`src/rtl/lsu_pkg.sv`:
```
// Shared definitions for the load/store unit: funct3 codes, FSM states, access-size decode.
package lsu_pkg;

   localparam logic [2:0] F3_B  = 3'b000;
   localparam logic [2:0] F3_H  = 3'b001;
   localparam logic [2:0] F3_W  = 3'b010;
   localparam logic [2:0] F3_BU = 3'b100;
   localparam logic [2:0] F3_HU = 3'b101;

   typedef logic [1:0] lsu_state_t;
   localparam lsu_state_t IDLE = 2'd0;
   localparam lsu_state_t BEAT = 2'd1;
   localparam lsu_state_t RESP = 2'd2;

   // Access size in bytes; 0 marks an undefined funct3.
   function automatic logic [2:0] size_bytes(input logic [2:0] funct3);
      case (funct3)
         F3_B, F3_BU: size_bytes = 3'd1;
         F3_H, F3_HU: size_bytes = 3'd2;
         F3_W:        size_bytes = 3'd4;
         default:     size_bytes = 3'd0;
      endcase
   endfunction

endpackage

```
`src/rtl/lsu_if.sv`:
```
// Request/response and data-memory bus of the load/store unit.
// slave = the LSU itself, master = the pipeline/memory environment around it.
interface lsu_if #(
   parameter int unsigned DATA_WIDTH = 32
);
   logic                  req_valid_i;
   logic                  req_ready_o;
   logic                  req_we_i;
   logic [2:0]            req_funct3_i;
   logic [DATA_WIDTH-1:0] req_addr_i;
   logic [DATA_WIDTH-1:0] req_wdata_i;
   logic                  resp_valid_o;
   logic [DATA_WIDTH-1:0] resp_rdata_o;
   logic                  resp_err_o;
   logic                  mem_we_o;
   logic                  mem_byte_op_o;
   logic [DATA_WIDTH-1:0] mem_addr_o;
   logic [DATA_WIDTH-1:0] mem_wd_o;
   logic [DATA_WIDTH-1:0] mem_rd_i;

   modport slave (
      input  req_valid_i, req_we_i, req_funct3_i, req_addr_i, req_wdata_i, mem_rd_i,
      output req_ready_o, resp_valid_o, resp_rdata_o, resp_err_o,
      output mem_we_o, mem_byte_op_o, mem_addr_o, mem_wd_o
   );

   modport master (
      output req_valid_i, req_we_i, req_funct3_i, req_addr_i, req_wdata_i, mem_rd_i,
      input  req_ready_o, resp_valid_o, resp_rdata_o, resp_err_o,
      input  mem_we_o, mem_byte_op_o, mem_addr_o, mem_wd_o
   );
endinterface

```
`src/rtl/lsu_align.sv`:
```
// Combinational lane handling: merges load beats into byte lanes, extends the result,
// and selects the store byte for a given beat.
module lsu_align import lsu_pkg::*; #(
   parameter int unsigned DATA_WIDTH = 32,
   parameter int unsigned BYTE_WIDTH = 8,
   parameter int unsigned IDX_W      = 2
) (
   input  logic [2:0]            funct3_i,
   input  logic                  word_mode_i,
   input  logic [IDX_W-1:0]      beat_idx_i,
   input  logic [DATA_WIDTH-1:0] lanes_i,
   input  logic [DATA_WIDTH-1:0] mem_rd_i,
   input  logic [DATA_WIDTH-1:0] wdata_i,
   input  logic [IDX_W-1:0]      st_idx_i,
   output logic [DATA_WIDTH-1:0] lanes_o,
   output logic [DATA_WIDTH-1:0] ext_data_o,
   output logic [BYTE_WIDTH-1:0] st_byte_o
);
   localparam int unsigned NUM_LANES = DATA_WIDTH / BYTE_WIDTH;
   localparam int unsigned HALF      = 2 * BYTE_WIDTH;

   logic [DATA_WIDTH-1:0] merged;

   always_comb begin
      merged = lanes_i;
      if (word_mode_i) begin
         merged = mem_rd_i;
      end else begin
         for (int unsigned i = 0; i < NUM_LANES; i++) begin
            if (beat_idx_i == IDX_W'(i)) merged[i*BYTE_WIDTH +: BYTE_WIDTH] = mem_rd_i[BYTE_WIDTH-1:0];
         end
      end
   end

   always_comb begin
      case (funct3_i)
         F3_B:    ext_data_o = {{(DATA_WIDTH-BYTE_WIDTH){merged[BYTE_WIDTH-1]}},
                                merged[BYTE_WIDTH-1:0]};
         F3_BU:   ext_data_o = {{(DATA_WIDTH-BYTE_WIDTH){1'b0}}, merged[BYTE_WIDTH-1:0]};
         F3_H:    ext_data_o = {{(DATA_WIDTH-HALF){merged[HALF-1]}}, merged[HALF-1:0]};
         F3_HU:   ext_data_o = {{(DATA_WIDTH-HALF){1'b0}}, merged[HALF-1:0]};
         default: ext_data_o = merged;
      endcase
   end

   always_comb begin
      st_byte_o = '0;
      for (int unsigned i = 0; i < NUM_LANES; i++) begin
         if (st_idx_i == IDX_W'(i)) st_byte_o = wdata_i[i*BYTE_WIDTH +: BYTE_WIDTH];
      end
   end

   assign lanes_o = merged;

endmodule

```
`src/rtl/load_store_unit.sv`:
```
// Load/store unit: sequences CPU data accesses into byte or aligned-word memory beats.
// Define MISALIGN_TRAP_EN to fault misaligned H/W accesses instead of splitting them.
module load_store_unit import lsu_pkg::*; #(
   parameter int unsigned           DATA_WIDTH    = 32,
   parameter int unsigned           BYTE_WIDTH    = 8,
   parameter logic [DATA_WIDTH-1:0] START_ADDRESS = 32'h0001_0000,
   parameter logic [DATA_WIDTH-1:0] END_ADDRESS   = 32'h0001_FFFF
) (
   input logic  clk_i,
   input logic  rst_i,
   lsu_if.slave bus
);
   localparam int unsigned NUM_LANES = DATA_WIDTH / BYTE_WIDTH;
   localparam int unsigned IDX_W     = $clog2(NUM_LANES);

   lsu_state_t            state_q, state_d;
   logic [IDX_W-1:0]      idx_q, idx_d, last_q, last_d;
   logic                  we_q, we_d, word_q, word_d;
   logic [2:0]            funct3_q, funct3_d;
   logic [DATA_WIDTH-1:0] wdata_q, wdata_d, lanes_q, lanes_d;
   logic                  mem_we_q, mem_we_d, mem_byte_q, mem_byte_d;
   logic [DATA_WIDTH-1:0] mem_addr_q, mem_addr_d, mem_wd_q, mem_wd_d;
   logic                  resp_valid_q, resp_valid_d, resp_err_q, resp_err_d;
   logic [DATA_WIDTH-1:0] resp_rdata_q, resp_rdata_d;

   logic                  ready, accept, legal, in_range, word_beat, fault;
   logic [2:0]            size;
   logic [DATA_WIDTH:0]   last_addr;
   logic [DATA_WIDTH-1:0] lanes_merged, load_data;
   logic [BYTE_WIDTH-1:0] st_byte;

   assign ready  = (state_q != BEAT);
   assign accept = bus.req_valid_i && ready;

   // One extra address bit so a wrap past the top of memory reads as out of range.
   always_comb begin
      size      = size_bytes(bus.req_funct3_i);
      last_addr = {1'b0, bus.req_addr_i} + (DATA_WIDTH+1)'(size) - (DATA_WIDTH+1)'(1);
      in_range  = (bus.req_addr_i >= START_ADDRESS) && (last_addr <= {1'b0, END_ADDRESS});
      legal     = (size != 3'd0) && !(bus.req_we_i && bus.req_funct3_i[2]);
      word_beat = (bus.req_funct3_i == F3_W) && (bus.req_addr_i[1:0] == 2'b00);
`ifdef MISALIGN_TRAP_EN
      fault = !legal || !in_range
              || (((bus.req_funct3_i == F3_H) || (bus.req_funct3_i == F3_HU)) && bus.req_addr_i[0])
              || ((bus.req_funct3_i == F3_W) && (bus.req_addr_i[1:0] != 2'b00));
`else
      fault = !legal || !in_range;
`endif
   end

   lsu_align #(
      .DATA_WIDTH (DATA_WIDTH),
      .BYTE_WIDTH (BYTE_WIDTH),
      .IDX_W      (IDX_W)
   ) u_align (
      .funct3_i    (funct3_q),
      .word_mode_i (word_q),
      .beat_idx_i  (idx_q),
      .lanes_i     (lanes_q),
      .mem_rd_i    (bus.mem_rd_i),
      .wdata_i     (wdata_q),
      .st_idx_i    (idx_q + IDX_W'(1)),
      .lanes_o     (lanes_merged),
      .ext_data_o  (load_data),
      .st_byte_o   (st_byte)
   );

   always_comb begin
      state_d      = state_q;
      idx_d        = idx_q;
      last_d       = last_q;
      we_d         = we_q;
      word_d       = word_q;
      funct3_d     = funct3_q;
      wdata_d      = wdata_q;
      lanes_d      = lanes_q;
      mem_we_d     = mem_we_q;
      mem_byte_d   = mem_byte_q;
      mem_addr_d   = mem_addr_q;
      mem_wd_d     = mem_wd_q;
      resp_valid_d = 1'b0;
      resp_rdata_d = '0;
      resp_err_d   = 1'b0;
      case (state_q)
         BEAT: begin
            lanes_d = lanes_merged;
            if (idx_q == last_q) begin
               state_d      = RESP;
               mem_we_d     = 1'b0;
               resp_valid_d = 1'b1;
               resp_rdata_d = we_q ? '0 : load_data;
            end else begin
               idx_d      = idx_q + IDX_W'(1);
               mem_addr_d = mem_addr_q + DATA_WIDTH'(1);
               mem_wd_d   = {{(DATA_WIDTH-BYTE_WIDTH){1'b0}}, st_byte};
            end
         end
         default: begin
            // IDLE and RESP both accept, which gives back-to-back operation.
            state_d = IDLE;
            if (accept) begin
               if (fault) begin
                  state_d      = RESP;
                  resp_valid_d = 1'b1;
                  resp_err_d   = 1'b1;
               end else begin
                  state_d    = BEAT;
                  idx_d      = '0;
                  last_d     = word_beat ? '0 : IDX_W'(size - 3'd1);
                  we_d       = bus.req_we_i;
                  word_d     = word_beat;
                  funct3_d   = bus.req_funct3_i;
                  wdata_d    = bus.req_wdata_i;
                  lanes_d    = '0;
                  mem_we_d   = bus.req_we_i;
                  mem_byte_d = !word_beat;
                  mem_addr_d = bus.req_addr_i;
                  mem_wd_d   = word_beat ? bus.req_wdata_i
                               : {{(DATA_WIDTH-BYTE_WIDTH){1'b0}}, bus.req_wdata_i[BYTE_WIDTH-1:0]};
               end
            end
         end
      endcase
   end

   always_ff @(posedge clk_i or posedge rst_i) begin
      if (rst_i) begin
         state_q      <= IDLE;
         idx_q        <= '0;
         last_q       <= '0;
         we_q         <= 1'b0;
         word_q       <= 1'b0;
         funct3_q     <= '0;
         wdata_q      <= '0;
         lanes_q      <= '0;
         mem_we_q     <= 1'b0;
         mem_byte_q   <= 1'b0;
         mem_addr_q   <= '0;
         mem_wd_q     <= '0;
         resp_valid_q <= 1'b0;
         resp_rdata_q <= '0;
         resp_err_q   <= 1'b0;
      end else begin
         state_q      <= state_d;
         idx_q        <= idx_d;
         last_q       <= last_d;
         we_q         <= we_d;
         word_q       <= word_d;
         funct3_q     <= funct3_d;
         wdata_q      <= wdata_d;
         lanes_q      <= lanes_d;
         mem_we_q     <= mem_we_d;
         mem_byte_q   <= mem_byte_d;
         mem_addr_q   <= mem_addr_d;
         mem_wd_q     <= mem_wd_d;
         resp_valid_q <= resp_valid_d;
         resp_rdata_q <= resp_rdata_d;
         resp_err_q   <= resp_err_d;
      end
   end

   assign bus.req_ready_o   = ready;
   assign bus.resp_valid_o  = resp_valid_q;
   assign bus.resp_rdata_o  = resp_rdata_q;
   assign bus.resp_err_o    = resp_err_q;
   assign bus.mem_we_o      = mem_we_q;
   assign bus.mem_byte_op_o = mem_byte_q;
   assign bus.mem_addr_o    = mem_addr_q;
   assign bus.mem_wd_o      = mem_wd_q;

endmodule

```
`src/flat_wrapper.sv`:
```
// flat-port wrapper written by rule: the top's interface ports become plain ports
module load_store_unit_flat import lsu_pkg::*;
#(
   parameter int unsigned           DATA_WIDTH    = 32,
   parameter int unsigned           BYTE_WIDTH    = 8,
   parameter logic [DATA_WIDTH-1:0] START_ADDRESS = 32'h0001_0000,
   parameter logic [DATA_WIDTH-1:0] END_ADDRESS   = 32'h0001_FFFF
)
  (clk_i, rst_i, bus_req_valid_i, bus_req_we_i, bus_req_funct3_i, bus_req_addr_i, bus_req_wdata_i, bus_mem_rd_i, bus_req_ready_o, bus_resp_valid_o, bus_resp_rdata_o, bus_resp_err_o, bus_mem_we_o, bus_mem_byte_op_o, bus_mem_addr_o, bus_mem_wd_o);
  lsu_if #(.DATA_WIDTH(DATA_WIDTH)) bus_i ();
  input logic clk_i;
  input logic rst_i;
  input wire logic [$bits(bus_i.req_valid_i)-1:0] bus_req_valid_i;
  input wire logic [$bits(bus_i.req_we_i)-1:0] bus_req_we_i;
  input wire logic [$bits(bus_i.req_funct3_i)-1:0] bus_req_funct3_i;
  input wire logic [$bits(bus_i.req_addr_i)-1:0] bus_req_addr_i;
  input wire logic [$bits(bus_i.req_wdata_i)-1:0] bus_req_wdata_i;
  input wire logic [$bits(bus_i.mem_rd_i)-1:0] bus_mem_rd_i;
  output wire logic [$bits(bus_i.req_ready_o)-1:0] bus_req_ready_o;
  output wire logic [$bits(bus_i.resp_valid_o)-1:0] bus_resp_valid_o;
  output wire logic [$bits(bus_i.resp_rdata_o)-1:0] bus_resp_rdata_o;
  output wire logic [$bits(bus_i.resp_err_o)-1:0] bus_resp_err_o;
  output wire logic [$bits(bus_i.mem_we_o)-1:0] bus_mem_we_o;
  output wire logic [$bits(bus_i.mem_byte_op_o)-1:0] bus_mem_byte_op_o;
  output wire logic [$bits(bus_i.mem_addr_o)-1:0] bus_mem_addr_o;
  output wire logic [$bits(bus_i.mem_wd_o)-1:0] bus_mem_wd_o;
  assign bus_i.req_valid_i = bus_req_valid_i;
  assign bus_i.req_we_i = bus_req_we_i;
  assign bus_i.req_funct3_i = bus_req_funct3_i;
  assign bus_i.req_addr_i = bus_req_addr_i;
  assign bus_i.req_wdata_i = bus_req_wdata_i;
  assign bus_i.mem_rd_i = bus_mem_rd_i;
  assign bus_req_ready_o = bus_i.req_ready_o;
  assign bus_resp_valid_o = bus_i.resp_valid_o;
  assign bus_resp_rdata_o = bus_i.resp_rdata_o;
  assign bus_resp_err_o = bus_i.resp_err_o;
  assign bus_mem_we_o = bus_i.mem_we_o;
  assign bus_mem_byte_op_o = bus_i.mem_byte_op_o;
  assign bus_mem_addr_o = bus_i.mem_addr_o;
  assign bus_mem_wd_o = bus_i.mem_wd_o;
  load_store_unit #(.DATA_WIDTH(DATA_WIDTH), .BYTE_WIDTH(BYTE_WIDTH), .START_ADDRESS(START_ADDRESS), .END_ADDRESS(END_ADDRESS)) u_core (.clk_i(clk_i), .rst_i(rst_i), .bus(bus_i));
endmodule
```
`config.mk`:
```
export PLATFORM = sky130hd
export DESIGN_NAME = load_store_unit_flat
export DESIGN_NICKNAME = d
export VERILOG_FILES = /design/src/rtl/lsu_pkg.sv /design/src/rtl/lsu_if.sv /design/src/rtl/lsu_align.sv /design/src/rtl/load_store_unit.sv /design/src/flat_wrapper.sv
export SDC_FILE = /design/constraint.sdc
export NUM_CORES = 1
export LEC_CHECK = 0
export ABC_CLOCK_PERIOD_IN_PS = 6700
export CORE_MARGIN = 2
export CORE_UTILIZATION = 53
export DETAILED_ROUTE_END_ITERATION = 8
export PLACE_DENSITY = 0.81
export SLEW_MARGIN = 40
export SYNTH_ARGS = -nofsm -noshare
export SYNTH_HDL_FRONTEND = slang
export SYNTH_SLANG_ARGS = --single-unit
```
`constraint.sdc`:
```
create_clock -name clk_i -period 6.7 [get_ports clk_i]
set_clock_uncertainty 0.2 [all_clocks]
set_input_delay 1.34 -clock clk_i [delete_from_list [all_inputs] [get_ports clk_i]]
set_output_delay 1.34 -clock clk_i [all_outputs]
set_load 0.02 [all_outputs]
```
==> results.ini, run 1 <==
[clock_tree]
cts_hold_buf = 0
clockBufferDepth = 2
cts_sinks = 175
htree_levels = 4
cts-root-buf = clkbuf_16
numCtsBuffers = 17
postCtsSetupBuffers = 0
cts_tree = yes
clk_pin_slew_worst_paths_ns = 0.08
cts_resized = 0
clk_latency_ns = 0.45

[worst_setup_path]
cp-start-kind = input port
crit_path_frequent_cell = ha_1
max_stage_delay_ns = 0.53
timing.rr.start = u_core.bus.mem_addr_o[4]
crit_slowest_cell = or3b_2
cp_max_fo = 13
reg2reg_depth = 10
r2r_slack_ns = 3.57
r2r_end = u_core.bus.mem_addr_o[31]
cp-end-kind = flop
crit_path_cell_trace = clkdlybuf4s50_1, or3b_2, ha_1, inv_1, ha_1, a211o_1, a311oi_1, nor4_1, o211ai_2, a21oi_1, o311ai_0, o211a_1, and3_1, nand3_2, o221a_2
crit_type = in -> reg
crit_arrival_ns = 5.97
critPathTopFamily = compound AO/OA/AOI/OAI gates
required_ns = 6.84
critPathBufInv = 2

[layout]
final.fill_count = 1584
drive_gt1_frac = 0.09339
multi_input_comb_area_sq_um = 5911
regArea_sq_um = 4379
design_area_sq_um = 13720
syn2layout_area_growth_pct = 25.40
n_antenna_cell = 0
final_nets = 1542

[status]
run_status = finished clean

[power]
pwr-share-seq = 0.446
cell_internal_pwr_uw = 1692
p_leak_uw = 0.006071
p_per_area_nw_per_um2 = 172.8
p_sw_uw = 680.6
combPwrFrac = 0.140
switching_share = 0.2869
pwr-share-clk = 0.414
peakVddDrop_v = 0.0001747

[sta]
fin_crit_sh = 0.8697
worst_slew_pin_slew_ns = 0.7900
fin_crit_ns = 5.827
setup_tns_ns = 0
grt_setup_unrepaired = false
setup_viol = 0
fmax_mhz = 171.6
relSlewSlack = 0.4733
drv_slew = 0
finalHoldViolCount = 0

[synth]
async_reset_ff_frac = 1.000
synth-seq-cells = 175
synth_flop_cell = dfrtp_1
synth_edf_count = 0
syn_avg_cell_area_sq_um = 9.128
syn-cell-area_sq_um = 10940
netlist_instances = 1199
yosysUniqueCellTypes = 79
ys_seq_area_frac = 0.4001
yosysWarnings = 0
syn_nets = 1361

[die]
die_h_um = 147.7
core_sq_um = 20230
rows = 52
die_x_um = 147.7
start_util = 0.5409
ioPinCount = 204
die-area_sq_um = 21820

[detailed_routing]
wl_per_cell_um = 20.84
firstDrtPassIters = 6
drc = 0
vias_per_cell = 6.037
drtIter0Drc = 875
vias = 10030
ant_nets = 0
totalWireLength_um = 34640

[global_routing]
grt_max_degree = 81
antenna_found_initial = 0
grt_pass1_wl_um = 55080
first_global_vias = 9839
overflow = 0
grtUsageTotal = 0.3231

[worst_hold_path]
whs_path_depth = 2
hold_path.startpoint = u_core.lanes_q[29]
min_path_type = reg -> reg
whs_endpoint = u_core.lanes_q[29]

[run]
maxCapViolCount = 0

[placement]
dpl_cell_area_sq_um = 13150
gp_congestion = 0.9642
dp_hpwl_um = 25160
port_buffers = 203

## worst max-delay path by stage
| stage | from | endpoint | cells past startpoint |
|---|---|---|---|
| after global placement | bus_req_funct3_i[2] | u_core.bus.mem_addr_o[11] | 15 |
| after CTS | bus_req_funct3_i[2] | u_core.bus.mem_addr_o[6] | 15 |
| after global routing | bus_req_funct3_i[2] | u_core.bus.mem_addr_o[2] | 15 |
| after detailed placement | bus_req_funct3_i[2] | u_core.bus.mem_addr_o[2] | 15 |
| final | bus_req_funct3_i[2] | u_core.bus.mem_addr_o[2] | 15 |
| after floorplan | rst_i | u_core.bus.mem_addr_o[0] | 1 |
## cells in the final DEF, fill, tap and decap left out, types with 20 or more instances in the layout
cell type / count
ha_1: 58
dfrtp_1: 175
mux2_4: 35
nand3_1: 75
clkdlybuf4s50_1: 203
nor2_1: 100
nand2b_1: 23
nor2b_1: 21
o21ai_0: 89
a21oi_1: 124
nand2_1: 82
mux2i_1: 35
inv_1: 77
buf_4: 20
nor3_1: 23
## metal layers
layer | global-route usage | vias up | share of wire
met5 | 0 | - | 0
met4 | 0.1043 | 0 | 0.027
met3 | 0.04753 | 60 | 0.069
met2 | 0.5358 | 462 | 0.48
met1 | 0.4388 | 4878 | 0.42
li1 | - | 4633 | -
## power by group through the flow
stage               logic, uW  registers (uW)  clock network [uW]
finish                    332            1060                 982
detailed placement        324            1080                   0
global placement          327            1080                   0
floorplan                 179            1080                   0
CTS                       327            1060                 989
global route              363            1060                1040
## registers in the layout (all words and copies together) (netlist names), 2 cells and up
name / flops
u_core.bus.mem_addr_o: 32
u_core.bus.mem_wd_o: 32
u_core.bus.resp_rdata_o: 32
u_core.lanes_q: 32
u_core.wdata_q: 32
u_core.funct3_q: 3
u_core.idx_q: 2
u_core.last_q: 2
u_core.state_q: 2
## Yosys cell counts, types with 4 or more instances
library cell / n / share of area
mux2_4: 35 / 0.048
buf_2: 10 / 0.0046
nor2_1: 101 / 0.035
dfrtp_1: 175 / 0.40
and3_1: 13 / 0.0074
a22o_1: 7 / 0.0056
and2_1: 9 / 0.0051
o2111ai_1: 4 / 0.0032
a21o_1: 6 / 0.0041
nand3_1: 75 / 0.034
buf_6: 4 / 0.0041
inv_1: 79 / 0.027
o221a_2: 5 / 0.0051
a21oi_1: 124 / 0.057
nand2_1: 82 / 0.028
o211ai_1: 8 / 0.0055
mux2_2: 12 / 0.012
a221o_1: 4 / 0.0037
nor3_1: 24 / 0.011
xnor2_1: 12 / 0.0096
o31ai_1: 6 / 0.0041
a31oi_1: 5 / 0.0029
o21a_1: 6 / 0.0041
a211o_1: 4 / 0.0032
or3_1: 10 / 0.0057
o211a_1: 5 / 0.0046
nor2b_1: 22 / 0.013
buf_12: 5 / 0.0091
mux2i_1: 35 / 0.032
clkbuf_1: 35 / 0.012
nand4_1: 13 / 0.0074
a211oi_1: 13 / 0.0089
buf_1: 7 / 0.0024
nor4_1: 4 / 0.0023
o21ai_0: 89 / 0.041
ha_1: 58 / 0.066
nand2b_1: 23 / 0.013
## stage by stage
step	hold slack (ns)	cells	util	power, uW	setup WS (ns)
2_1_floorplan	0.2659	1199	-	1259	0.4148
3_3_place_gp	0.2771	1631	0.6498	1405	0.5608
3_5_place_dp	0.2840	1631	0.6498	1403	0.4362
4_1_cts	0.3058	1662	0.6781	2373	0.8869
5_1_grt	0.3221	1662	0.6783	2460	0.6098
6_report	0.3025	1662	0.6783	2372	0.8730
## cell families after synthesis
group | count (synthesis) | synth area share
compound gates | 324 | 0.1834
xor+xnor | 14 | 0.01120
fa+ha+maj | 59 | 0.06814
buf+inv | 142 | 0.06071
flops | 175 | 0.4001
mux | 83 | 0.09340
simple gates | 402 | 0.1830
## layout make-up
cell class	count	share of cell area
multi-input cells	882	0.4307
flip-flops and latches	175	0.3191
well taps	270	0.02461
clock buffers	17	0.03100
clock inverters	14	0.01076
inverters	79	0.02197
repair buffers	225	0.1619
## worst reg2reg max path, cell delays in order (launching register included)
cell	delay, ns
dfrtp_1	0.44
and3_1	0.18
nand3_1	0.12
nor2_1	0.15
nand3_1	0.16
or3_1	0.53
nor3_1	0.49
nand4_1	0.23
xor2_1	0.18
nor2_1	0.06
a221o_1	0.27
Power figures use the tool's default switching activity.
==> inputs of run 2 (changes only) <==
--- a/config.mk
+++ b/config.mk
@@ -8,8 +8,9 @@
 export ABC_CLOCK_PERIOD_IN_PS = 6700
 export CORE_MARGIN = 2
 export CORE_UTILIZATION = 53
+export CTS_CLUSTER_SIZE = 28
 export DETAILED_ROUTE_END_ITERATION = 8
-export PLACE_DENSITY = 0.81
+export PLACE_DENSITY = 0.82
 export SLEW_MARGIN = 40
 export SYNTH_ARGS = -nofsm -noshare
 export SYNTH_HDL_FRONTEND = slang
==> run 2 against run 1 <==
Against the previous run:
- register-to-register slack got worse by 0.26 ns
- power about the same
- sequential power barely moved
- hold slack about the same
- core utilization about the same
- critical path type unchanged
- clock power is 0.6% higher
- largest power group unchanged
- clock-buffer cell count stayed put
- die area stayed put
- highest routed layer is now met5
- largest cell class unchanged
==> results.ini, run 2 (same netlist as run 1, synthesis figures left out) <==
[worst_setup_path]
required_ns = 6.81
cp-start-kind = input port
crit_arrival_ns = 6.06
cp-end-kind = flop
crit_type = in -> reg
cp_max_fo = 23

[clock_tree]
cts_hold_buf = 0
cts_sinks = 175
clockBufferDepth = 2
cts-root-buf = clkbuf_16
cts_resized = 0
htree_levels = 4
postCtsSetupBuffers = 0
clk_pin_slew_worst_paths_ns = 0.07
cts_tree = yes
numCtsBuffers = 17
clk_latency_ns = 0.43

[detailed_routing]
firstDrtPassIters = 5
drtIter0Drc = 765
totalWireLength_um = 34700
vias_per_cell = 6.055
ant_nets = 0
wl_per_cell_um = 20.89
drc = 0
vias = 10060

[status]
run_status = finished clean

[power]
p_per_area_nw_per_um2 = 172.8
peakVddDrop_v = 0.0001568
p_leak_uw = 0.006057

[placement]
port_buffers = 203
place_ws_ns = 0.4181
dpl_cell_area_sq_um = 13140
gp_congestion = 0.9650
dp_hpwl_um = 25410

[sta]
holdWs_ns = 0.3027
setup_viol = 0
finalHoldViolCount = 0
fmax_mhz = 168.0
grt_setup_unrepaired = false
fin_crit_ns = 5.952
worst_slew_pin_slew_ns = 0.8480
relSlewSlack = 0.4347
setup_tns_ns = 0
fin_crit_sh = 0.8884
drv_slew = 0
layout_setup_ws_ns = 0.7477

[global_routing]
grt_pass1_wl_um = 54470
grt_max_degree = 75
grtUsageTotal = 0.3171
first_global_vias = 10090
overflow = 0
antenna_found_initial = 2

[layout]
final_nets = 1540
utilization = 0.6778
final_common_cell = clkdlybuf4s50_1
design_area_sq_um = 13720
layout_common_cells = clkdlybuf4s50_1, dfrtp_1, a21oi_1
syn2layout_area_growth_pct = 25.32
drive_gt1_frac = 0.09209

[die]
ioPinCount = 204
start_util = 0.5409
core_sq_um = 20230
die-area_sq_um = 21820
die_h_um = 147.7
rows = 52
die_x_um = 147.7

[worst_hold_path]
min_path_type = reg -> reg

[run]
maxCapViolCount = 0

[run 2: cell types whose count changed in the layout (fill, tap and decap cells not counted), sizes merged]
cell	change
buf	-2
clkinv	-3
clkinvlp	+1
diode	+1
inv	+2
[run 2: metal layers]
| layer | global-route usage | part of all wire | up-vias | wire, um |
|---|---|---|---|---|
| met5 | 0 | 0.00049 | - | 17 |
| met4 | 0.1293 | 0.035 | 2 | 1198 |
| met3 | 0.04352 | 0.066 | 77 | 2303 |
| met2 | 0.5398 | 0.49 | 459 | 17030 |
| met1 | 0.4095 | 0.41 | 4903 | 14150 |
| li1 | - | - | 4617 | - |
[run 2: layout make-up]
class / instances / area [sq um]
Tap cell: 270 / 337.8
Fill cell: 1566 / 6519
Clock buffer: 17 / 425.4
Clock inverter: 14 / 148.9
Timing Repair Buffer: 223 / 2207
Sequential cell: 175 / 4379
Antenna cell: 1 / 2.502
Inverter: 79 / 304.0
Multi-Input combinational cell: 882 / 5911
[run 2: where the power goes]
group / internal, uW / total (uW) / switching [uW]
Clock: 497 / 988 / 491
Combinational: 139 / 325 / 186
Sequential: 1060 / 1060 / 1.34
[run 2: path summary, 6_finish.rpt]
kind / from / end / slack (ns) / cells past startpoint
worst max register to register: u_core.idx_q[0] / u_core.bus.resp_rdata_o[21] / 3.31 / 9
min in group asynchronous: rst_i / u_core.bus.mem_wd_o[10] / 1.20 / 2
max in group asynchronous: rst_i / u_core.bus.mem_addr_o[0] / 3.95 / 3
worst min register to register: u_core.lanes_q[21] / u_core.lanes_q[21] / 0.30 / 2
worst max-delay path: bus_req_funct3_i[2] / u_core.bus.mem_wd_o[1] / 0.75 / 15
worst min-delay path: u_core.lanes_q[21] / u_core.lanes_q[21] / 0.30 / 2
[run 2: stage by stage]
step | total power [uW] | cells
floorplan | 1259 | 1199
global placement | 1397 | 1629
detailed placement | 1397 | 1629
CTS | 2372 | 1660
global route | 2446 | 1661
finish | 2371 | 1661
[run 2: worst max-delay path, stage by stage]
cell and delay (ns):
clkdlybuf4s50_1 0.51, or3b_2 0.54, ha_1 0.30, inv_1 0.07, ha_1 0.29, a211o_1 0.26
a311oi_1 0.40, nor4_1 0.11, o211ai_2 0.34, a21oi_1 0.11, o311ai_0 0.32, o211a_1 0.32
nand3_2 0.23, nand2_2 0.51, mux2_2 0.41
==> inputs of run 3 (changes only) <==
--- a/config.mk
+++ b/config.mk
@@ -6,11 +6,11 @@
 export NUM_CORES = 1
 export LEC_CHECK = 0
 export ABC_CLOCK_PERIOD_IN_PS = 6700
-export CORE_MARGIN = 2
 export CORE_UTILIZATION = 53
 export CTS_CLUSTER_SIZE = 28
 export DETAILED_ROUTE_END_ITERATION = 8
 export PLACE_DENSITY = 0.82
+export SKIP_LAST_GASP = 1
 export SLEW_MARGIN = 40
 export SYNTH_ARGS = -nofsm -noshare
 export SYNTH_HDL_FRONTEND = slang
==> run 3 against run 2 <==
Against the previous run:
- via count is 0.88% lower
- flip-flop and latch count stayed put
- critical path type unchanged
- worst setup slack better by 0.14 ns
- critical path depth is 1 higher
- clock power hardly changed
- wire length is 2.7% lower
- fmax is 2.5% higher
- largest cell class unchanged
- first-iteration DRC count is 7.7% higher
- design area hardly changed
- cell count is 0.18% lower
- critical endpoint is now u_core.bus.mem_wd_o[17]
- core utilization hardly changed
==> results.ini, run 3 (same netlist as run 1, synthesis figures left out) <==
[layout]
n_antenna_cell = 0
regArea_sq_um = 4379
syn2layout_area_growth_pct = 25.40
drive_gt1_frac = 0.09294
design_area_sq_um = 13720
final.fill_count = 1632
final_nets = 1537
multi_input_comb_area_sq_um = 5918
utilization = 0.6783
layout_common_cells = clkdlybuf4s50_1, dfrtp_1, a21oi_1
final_common_cell = clkdlybuf4s50_1

[worst_hold_path]
whs_path_depth = 2
whs_endpoint = u_core.lanes_q[12]
min_path_type = reg -> reg
hold_path.startpoint = u_core.lanes_q[12]

[worst_setup_path]
r2r_slack_ns = 3.26
cp-end-kind = flop
timing.rr.start = u_core.idx_q[0]
cp_max_fo = 18
required_ns = 6.81
reg2reg_depth = 9
crit_arrival_ns = 5.92
r2r_end = u_core.bus.resp_rdata_o[22]
crit_type = in -> reg
cp-start-kind = input port

[die]
die_x_um = 145.7
die-area_sq_um = 21230
start_util = 0.5409
die_h_um = 145.7
core_sq_um = 20230
rows = 52
ioPinCount = 204

[placement]
port_buffers = 203
gp_congestion = 0.9591
dpl_cell_area_sq_um = 13110
dp_hpwl_um = 24710

[sta]
relSlewSlack = 0.4285
setup_viol = 0
setup_tns_ns = 0
fin_crit_ns = 5.808
fmax_mhz = 172.2
finalHoldViolCount = 0
grt_setup_unrepaired = false
drv_slew = 0
worst_slew_pin_slew_ns = 0.8525
fin_crit_sh = 0.8669

[clock_tree]
clockBufferDepth = 2
cts-root-buf = clkbuf_16
clk_latency_ns = 0.44
cts_sinks = 175
cts_resized = 0
cts_hold_buf = 0
clk_pin_slew_worst_paths_ns = 0.08
htree_levels = 4
postCtsSetupBuffers = 0
numCtsBuffers = 17
cts_tree = yes

[power]
p_leak_uw = 0.006069
peakVddDrop_v = 0.0001646
p_per_area_nw_per_um2 = 174.6

[detailed_routing]
vias = 9969
firstDrtPassIters = 5
ant_nets = 0
vias_per_cell = 6.013
drtIter0Drc = 824
drc = 0
totalWireLength_um = 33750
wl_per_cell_um = 20.36

[global_routing]
antenna_found_initial = 0
first_global_vias = 9710
grt_max_degree = 69
overflow = 0
grtUsageTotal = 0.3226
grt_pass1_wl_um = 53770

[status]
run_status = finished clean

[run]
maxCapViolCount = 0

[run 3: power by group]
| part | internal, uW | switching (uW) |
|---|---|---|
| Clock | 513 | 497 |
| Sequential | 1060 | 0.871 |
| Combinational | 139 | 189 |
| Total | 1710 | 687 |
[run 3: area by class of cell]
cell class / instances / area share
Clock buffer: 18 / 0.03200
Sequential cell: 175 / 0.3191
Tap cell: 270 / 0.02461
Timing Repair Buffer: 220 / 0.1594
Clock inverter: 14 / 0.01167
Inverter: 79 / 0.02197
Multi-Input combinational cell: 882 / 0.4312
[run 3: stage by stage]
stage / power [uW] / hold slack [ns] / setup WS [ns] / cells
6_report: 2396 / 0.3019 / 0.8920 / 1658
2_1_floorplan: 1259 / 0.2659 / 0.4148 / 1199
4_1_cts: 2402 / 0.3058 / 0.8765 / 1658
3_3_place_gp: 1402 / 0.2799 / 0.6205 / 1626
5_1_grt: 2473 / 0.3284 / 0.5760 / 1658
3_5_place_dp: 1400 / 0.2825 / 0.4450 / 1626
[run 3: per-layer routing]
layer | GRT usage | vias up | routed length, um
li1 | - | 4612 | -
met1 | 0.4384 | 4865 | 14490
met2 | 0.5292 | 428 | 16370
met3 | 0.04671 | 64 | 2052
met4 | 0.1095 | 0 | 839
met5 | 0 | - | 0
[run 3: how the worst max path moves through the flow]
stage	from	to	slack (ns)	depth (start not counted)
3_3_place_gp	bus_req_funct3_i[1]	u_core.bus.mem_wd_o[3]	0.62	15
2_1_floorplan	rst_i	u_core.bus.mem_addr_o[0]	0.41	1
5_1_grt	bus_req_funct3_i[1]	u_core.bus.mem_wd_o[17]	0.58	16
3_5_place_dp	bus_req_funct3_i[1]	u_core.bus.mem_wd_o[17]	0.44	16
6_report	bus_req_funct3_i[1]	u_core.bus.mem_wd_o[17]	0.89	16
4_1_cts	bus_req_funct3_i[1]	u_core.bus.mem_wd_o[17]	0.88	16
[run 3: critical path: stages]
cell and delay (ns):
clkdlybuf4s50_1 0.50, or3b_2 0.50, ha_1 0.30, inv_1 0.06, fa_1 0.41, a211oi_1 0.31
o31ai_1 0.10, a211oi_1 0.51, mux2i_1 0.28, o221ai_1 0.13, nor2_1 0.12, and4_4 0.27
nand3_2 0.22, nand2_2 0.47, buf_4 0.27, o21ai_0 0.12
